===== src/rtl/mem_interface.sv =====
// mem_interface
//   Memory-side stage that sits directly behind the data path's MAR/MDR.
//   It owns a byte-addressed, big-endian memory array and serialises each
//   access into one byte beat per clock after WAIT_CYCLES wait states. It
//   then completes a four-phase MOV/MOC handshake with the requester.
//
// Parameters
//   WAIT_CYCLES  wait-state edges before the first byte beat (0 allowed)
//   ADDR_W       byte address width; array depth is 2**ADDR_W bytes
//
// Ports
//   main_clk   in   rising-edge clock
//   reset      in   synchronous, active-low reset
//   MOV        in   memory operation valid, held until MOC is seen
//   RW         in   1 = read, 0 = write
//   DL         in   data length: 00 byte, 01 halfword, 1x word
//   address    in   byte address (low bits cleared to align the access)
//   data_in    in   write data, right-justified
//   data_out   out  read data, zero-extended, right-justified
//   MOC        out  memory operation complete (registered)
//   busy       out  high whenever the FSM is not idle
//   align_err  out  the current/last access had non-zero alignment bits
module mem_interface #(
  parameter int WAIT_CYCLES = 2,
  parameter int ADDR_W      = 9
) (
  input  logic              main_clk,
  input  logic              reset,
  input  logic              MOV,
  input  logic              RW,
  input  logic [1:0]        DL,
  input  logic [ADDR_W-1:0] address,
  input  logic [31:0]       data_in,
  output logic [31:0]       data_out,
  output logic              MOC,
  output logic              busy,
  output logic              align_err
);

  localparam int DEPTH = 2 ** ADDR_W;
  // The WAIT state ends on the edge where the counter reaches this value.
  // With WAIT_CYCLES == 0 the WAIT state is never entered.
  localparam logic [15:0] WAIT_LAST = (WAIT_CYCLES > 0) ? 16'(WAIT_CYCLES - 1) : 16'd0;

  typedef enum logic [1:0] {
    IDLE,
    WAIT,
    XFER,
    DONE
  } state_t;

  state_t            state;
  logic              rw_q;
  logic [31:0]       data_q;
  logic [ADDR_W-1:0] addr_q;
  logic [1:0]        last_beat;
  logic [1:0]        beat_cnt;
  logic [15:0]       wait_cnt;
  logic [ADDR_W-1:0] beat_addr;
  logic [7:0]        wr_byte;
  logic              wr_en;

  logic [7:0] mem [DEPTH];

  // Beat k touches aligned_addr+k and wraps naturally in ADDR_W bits. The
  // write byte is picked big-endian: beat 0 carries the most significant
  // byte of the latched data for the access length.
  always_comb begin
    beat_addr = addr_q + ADDR_W'(beat_cnt);
    wr_byte   = 8'h00;
    case (2'(last_beat - beat_cnt))
      2'd0:    wr_byte = data_q[7:0];
      2'd1:    wr_byte = data_q[15:8];
      2'd2:    wr_byte = data_q[23:16];
      default: wr_byte = data_q[31:24];
    endcase
    // A beat is skipped if MOV has dropped (abort) or reset is asserted
    // on the same edge, so truncated writes stop at the last full beat.
    wr_en = reset && (state == XFER) && MOV && !rw_q;
  end

  // The memory array is never reset. It keeps its contents across resets
  // and aborts.
  always_ff @(posedge main_clk) begin
    if (wr_en) begin
      mem[beat_addr] <= wr_byte;
    end
  end

  // Control FSM with registered MOC/busy/align_err/data_out. Every input
  // is latched on the IDLE sampling edge. Later input changes are ignored
  // until the FSM is back in IDLE.
  always_ff @(posedge main_clk) begin
    if (!reset) begin
      state     <= IDLE;
      MOC       <= 1'b0;
      busy      <= 1'b0;
      align_err <= 1'b0;
      data_out  <= 32'h0;
      beat_cnt  <= 2'd0;
      wait_cnt  <= 16'd0;
      rw_q      <= 1'b0;
      data_q    <= 32'h0;
      addr_q    <= '0;
      last_beat <= 2'd0;
    end else begin
      case (state)
        IDLE: begin
          if (MOV) begin
            rw_q     <= RW;
            data_q   <= data_in;
            beat_cnt <= 2'd0;
            wait_cnt <= 16'd0;
            busy     <= 1'b1;
            if (RW) begin
              data_out <= 32'h0;
            end
            case (DL)
              2'b00: begin
                addr_q    <= address;
                last_beat <= 2'd0;
                align_err <= 1'b0;
              end
              2'b01: begin
                addr_q    <= {address[ADDR_W-1:1], 1'b0};
                last_beat <= 2'd1;
                align_err <= address[0];
              end
              default: begin
                addr_q    <= {address[ADDR_W-1:2], 2'b00};
                last_beat <= 2'd3;
                align_err <= |address[1:0];
              end
            endcase
            state <= (WAIT_CYCLES == 0) ? XFER : WAIT;
          end
        end

        WAIT: begin
          if (!MOV) begin
            state <= IDLE;
            busy  <= 1'b0;
          end else if (wait_cnt == WAIT_LAST) begin
            state <= XFER;
          end else begin
            wait_cnt <= wait_cnt + 16'd1;
          end
        end

        XFER: begin
          if (!MOV) begin
            state <= IDLE;
            busy  <= 1'b0;
          end else begin
            if (rw_q) begin
              data_out <= {data_out[23:0], mem[beat_addr]};
            end
            if (beat_cnt == last_beat) begin
              state <= DONE;
              MOC   <= 1'b1;
            end else begin
              beat_cnt <= beat_cnt + 2'd1;
            end
          end
        end

        DONE: begin
          // Four-phase handshake: MOV must drop before another access.
          if (!MOV) begin
            state <= IDLE;
            MOC   <= 1'b0;
            busy  <= 1'b0;
          end
        end

        default: begin
          state <= IDLE;
          MOC   <= 1'b0;
          busy  <= 1'b0;
        end
      endcase
    end
  end

endmodule


===== config.mk =====
export PLATFORM = sky130hd
export DESIGN_NAME = mem_interface
export DESIGN_NICKNAME = d
export VERILOG_FILES = /design/src/rtl/mem_interface.sv
export SDC_FILE = /design/constraint.sdc
export NUM_CORES = 2
export LEC_CHECK = 0
export BUFFER_PORTS_ARGS = -buffer_cell sky130_fd_sc_hd__buf_2
export CORE_ASPECT_RATIO = 1.5
export CORE_MARGIN = 2
export CORE_UTILIZATION = 60
export DETAILED_ROUTE_END_ITERATION = 12
export PLACE_DENSITY = 0.78
export SETUP_SLACK_MARGIN = 0.05
export SLEW_MARGIN = 20
export SYNTH_ARGS = -nofsm -noshare
export SYNTH_HDL_FRONTEND = slang
export SYNTH_SLANG_ARGS = --single-unit

===== constraint.sdc =====
create_clock -name main_clk -period 7.7 [get_ports main_clk]
set_input_delay 0.77 -clock main_clk [delete_from_list [all_inputs] [get_ports main_clk]]
set_output_delay 0.77 -clock main_clk [all_outputs]
set_load 0.005 [all_outputs]

; ---- Yosys cells after proc, flatten, opt, wreduce, memory -nomap -nowiden
; Memory sizes are Yosys's and may differ from the RTL's.
; Cells that the tools add are included.
[word_totals]
regBits = 99
mem_bits_rw = 4096
elab_cells = 87
n_memories = 1
[memory_table]
columns = name, words, word_bits, rd, rd_ports_with_merged_regs, write_ports, line
row1 = mem, 512, 8, 1, 0, 1, 63  ; logic [7:0] mem [DEPTH];
[op_classes]
n_reduce_logical = 19
mux = 32
eq_ne = 20
add_sub_neg = 4
[ops]
columns = op, count
row1 = two-way mux 32 bit, 4
row2 = case mux 32 bit (2 select lines), 1
row3 = two-way mux 16 bit, 3
row4 = case mux 16 bit (2 select lines), 1
row5 = case mux 8 bit (3 select lines), 1
row6 = two-way mux 2 bit, 9
row7 = "inequality test 2 bit, second input constant", 9
row8 = "adder 16 x 1 -> 16 bit, second input constant", 1
row9 = "equality test 16 x 1 -> 1 bit, second input constant", 1
row10 = AND reduction 4 bit, 4
row11 = case mux 2 bit (2 select lines), 3
row12 = adder 9 x 2 -> 9 bit, 1
row13 = case mux 2 bit (4 select lines), 1
row14 = "equality test 2 x 1 -> 1 bit, second input constant", 3
row15 = "equality test 2 bit, second input constant", 3
row16 = zero test 2 bit, 3
row17 = two-way mux 1 bit, 6
row18 = case mux 1 bit (2 select lines), 3
row19 = nonzero test 2 bit, 3
row20 = AND reduction 5 bit, 1
row21 = AND reduction 2 bit, 2
row22 = logical AND 1 bit, 3
row23 = "inequality test 3 x 2 -> 1 bit, second input constant", 1
row24 = "inequality test 3 bit, second input constant", 1
row25 = 7 further kinds, 7

; ---- Logic depth before layout (Yosys ltp)
[depth]
word_depth = 6
mapped_depth = 15
mapped_depth_nobuf = 10

; ---- Least setup slack after synthesis
; Ideal clock, no wire load.
[synth_timing]
kind = reg-to-reg
from = register beat_cnt[1]
to = memory mem[0][0], data pin
stages_incl_launch_ff = 4
arrival_ns = 4.925
setup_time_ns = 0.903
path_buffers = 0
slack_ns = 1.872
path_cell_list = dfxtp_1 xnor2_1 xnor2_1 mux4_2
[synth_via]
elab_chain_cells = 3
word_cells_on_any_way = 5
classes_between = add/sub (1) / eq/ne (2) / mux (1) / reduce/logical (1)
[synth_lines]
columns = element, line
row1 = from (decl), 57  ; logic [1:0] beat_cnt;
row2 = from (signal assigned), 162  ; beat_cnt <= beat_cnt + 2'd1;
row3 = subtractor 2 bit (*), 71  ; case (2'(last_beat - beat_cnt))
row4 = "equality test 2 bit, or another cell as far along", 71
row5 = case mux 8 bit (3 select lines) (*), 71
row6 = named net wr_byte[0], 60  ; logic [7:0] wr_byte;
row7 = to (decl), 63
; The timed path passes the listed nets; every way through them passes the cells marked *.

; ---- Worst setup path after layout
[layout_timing]
from = register beat_cnt[0]
to = register data_out[3]
[layout_via]
elab_chain_cells = 5
[layout_lines]
columns = element, line
row1 = adder 9 x 2 -> 9 bit, 69  ; beat_addr = addr_q + ADDR_W'(beat_cnt);
row2 = memory read (512 x 8 bit), --
row3 = two-way mux 32 bit, 155  ; if (rw_q) begin
row4 = two-way mux 32 bit, 151  ; if (!MOV) begin
row5 = case mux 32 bit (2 select lines), 107  ; case (state)
row6 = to (signal assigned), 156  ; data_out <= {data_out[23:0], mem[beat_addr]};
row7 = to (decl), 34  ; output logic [31:0] data_out,
; No other way between the ends. The select of a mux whose other input is x is not followed.
; A chain may end at the register's enable or synchronous reset.

==> impl_metrics.csv <==
group,metric,value,unit
setup_path,critPathSlowestCell,"fa_4",
timing,worst_pin_slew,1.30,ns
synthesis,synth_ff_type,"edfxtp_1",
timing,fin_skew,0.0807,ns
routing,drt-total-wl,447,mm
setup_path,crit_path_max_fanout,119,
setup_path,critPathRequiredTime,8.55,ns
placement,numPortBuffers,81,
placement,placed_area,0.168,mm²
global_route,grt_pass1_wl,637,mm
finish,fin_area,0.180,mm²
cts,cts_tree,"done",
hold_path,hp-start,"data_in[25]",
setup_path,reg2reg_depth,11,
routing,via_count,87200,
job,cap_violations,0,
power_and_ir_drop,power_frac_comb,0.050,
routing,drtAntennaViolNets,0,
global_route,antenna_found_initial,18,
finish,syn2layout_area_growth,9.81,%
cts,root_buffer,"clkbuf_16",
synthesis,synth-seq-cells,4195,
synthesis,synth.most_common_cell,"edfxtp_1",
finish,utilization,0.663,
setup_path,path_buf_inv,2,
setup_path,worstSetupStartpointType,"flop",
synthesis,synth.cell_area,0.164,mm²
timing,hold_viol_final,0,
floorplan,dieArea,0.277,mm²
cts,cts_made_buffers,358,
floorplan,num_rows,234,
power_and_ir_drop,pwr-share-clk,0.398,
power_and_ir_drop,internal-power,35800,µW
finish,drive_above_1_share,0.216,
cts,post_cts_buffers,0,
setup_path,cp_cell_sequence,"ha_4 -> fa_4 -> buf_12 -> buf_4 -> mux4_2 -> nor2_1 -> nor2_1 -> nor3_1 -> or4_1 -> nor3_1 -> a32o_1",
finish,final_cells,12300,
power_and_ir_drop,powerDensity,255,mW/mm²
power_and_ir_drop,power.leakage,0.0548,µW
power_and_ir_drop,p_sw,10000,µW
cts,cts_buffer_depth,4,
power_and_ir_drop,p_seq_frac,0.553,
hold_path,hold_path_depth,3,
synthesis,synth_warnings,0,
cts,cts_resized,0,
cts,htreeDepth,5,
setup_path,cp.arrival,6.57,ns
setup_path,cp-startpoint,"beat_cnt[0]",
synthesis,synth_area_leaders,"edfxtp_1 (75%), mux4_2 (14%), nand2_1 (2.1%)",
routing,drt_iter0_markers,13800,
synthesis,netlist.top_cell.by_area,"edfxtp_1",
synthesis,synth_nets,8447,
synthesis,ys_seq_area_frac,0.763,
timing,rsz0062_at_grt,"no",
setup_path,worst_setup_path_end_kind,"flop",
synthesis,yosysUniqueCellTypes,80,
placement,finalWeightedCongestion,0.916,
cts,clkTransAtPathRegs,0.07,ns
routing,detail_route.vias_per_cell,7.07,
setup_path,crit_family,"simple AND/OR/NAND/NOR gates",
floorplan,boundaryPins,82,
timing,timing.final.crit_period,5.72,ns
timing,slew_headroom,0.126,
run_status,status,"finished clean",
global_route,gr-total-overflow,0,
cts,cts_sinks,4195,
finish,nets,8540,
power_and_ir_drop,peakVddDrop,203,µV
synthesis,syn_area_per_cell,19.5,µm²
power_and_ir_drop,netSwitchingFraction,0.219,
cts,clk_latency,0.95,ns
setup_path,path_class,"reg2reg",
timing,tns,0,ns
global_route,grt_pass1_vias,88000,
routing,remaining_drc_errors,0,
synthesis,synth_top_area_share,0.751,
placement,dp_hpwl,255,mm
setup_path,cpPeakStageDelay,1.43,ns
floorplan,core,0.271,mm²
synthesis,ys_top_cells_by_count,"edfxtp_1 (4096), mux4_2 (1037), nand2_1 (934), nor2_1 (600), nand3_1 (305)",
timing,setup_violations,0,
global_route,grt_max_degree,209,
global_route,grt_usage,0.323,
hold_path,hold_class,"in2reg",
placement,place_inst,11700,
synthesis,async_reset_ff_frac,0,
timing,fin_crit_sh,0.743,
synthesis,synthCells,8394,
floorplan,initial_core_util,0.604,
routing,drtPass1Iterations,8,
routing,routedWlPerCell,36.2,µm
timing,fmax,175,MHz
cts,postCtsHoldBufs,0,
setup_path,cp.depth,11,
timing,maxSlewViolCount,0,
floorplan,die_w,431,µm
setup_path,r2r_start,"beat_cnt[0]",
floorplan,die_h,644,µm
synthesis,synth_edf_count,4096,
-- flip-flops by register name, indices dropped and copies added (netlist names) --
name and cells:
busy 1, mem 4096, align_err 1, beat_cnt 2, data_q 32, rw_q 1, data_out 32, wait_cnt 16
state 2, MOC 1, last_beat 2, addr_q 9
-- power groups by stage --
| stage | clock network [µW] | logic (µW) | registers [µW] |
|---|---|---|---|
| 6_report | 18200 | 2280 | 25300 |
| 2_1_floorplan | 0 | 1260 | 26000 |
| 3_3_place_gp | 0 | 2130 | 25800 |
| 3_5_place_dp | 0 | 2200 | 25800 |
| 5_1_grt | 19000 | 2340 | 25300 |
| 4_1_cts | 18200 | 2230 | 25300 |
-- layout make-up --
cell class,count,area (µm²)
inverters,9,35.0
repair buffers,271,2360
clock buffers,423,9350
flip-flops and latches,4195,125000
clock inverters,235,2210
diodes,15,37.5
fillers,16200,91300
multi-input cells,3652,36400
well taps,3540,4430
-- cell families after synthesis --
kind of cell / synth area share
DFF: 0.763
buffers and inverters: 0.0171
and+or+nand+nor: 0.0522
muxes: 0.145
xor gates and xnor gates: 0.00101
AOI/OAI and AO/OA: 0.0206
adders and majority gates: 0.000504
-- worst paths after layout --
path	endpoint	slack (ns)
worst min register to register	data_out[30]	0.47
worst max register to register	data_out[3]	1.98
worst min-delay path	data_q[25]	0.1
worst max-delay path	data_out[3]	1.98
-- worst register-to-register path, stage by stage, from the launching register on --
cell	delay, ns
dfxtp_1	0.40
ha_4	0.22
fa_4	1.43
buf_12	0.69
buf_4	0.55
mux4_2	0.31
nor2_1	0.06
nor2_1	0.52
nor3_1	0.14
or4_1	0.59
nor3_1	0.49
a32o_1	0.26
-- metrics by stage --
stage / setup WS, ns / hold WS, ns / total power (µW)
after floorplan: 1.87 / 0.440 / 27200
after global placement: 1.11 / 0.447 / 28000
after detailed placement: 2.19 / 0.463 / 28000
after CTS: 2.11 / 0.0615 / 45800
after global routing: 1.97 / 0.114 / 46600
final: 1.98 / 0.0991 / 45800
-- layout by cell type, fill, tap and decap left out, types with 68 or more instances in the layout --
cell type / Yosys / routed
buf_4: 115 / 147
clkinv_1: 0 / 86
clkbuf_16: 0 / 364
buf_2: 205 / 81
nor2_1: 600 / 598
nand2_1: 934 / 930
dfxtp_1: 99 / 99
mux4_2: 1037 / 1029
edfxtp_1: 4096 / 4096
a21oi_1: 130 / 125
nand3_1: 305 / 293
a21boi_0: 68 / 68
-- per-layer routing --
layer  up-vias  wire, µm  track usage
met1     44700    140000        0.398
met3      1529     53000       0.0711
met4        18     38200        0.227
met5         -       236      0.00296
li1      34000         -            -
met2      6991    216000        0.513
Note: power is estimated with default switching activity, not from simulation.
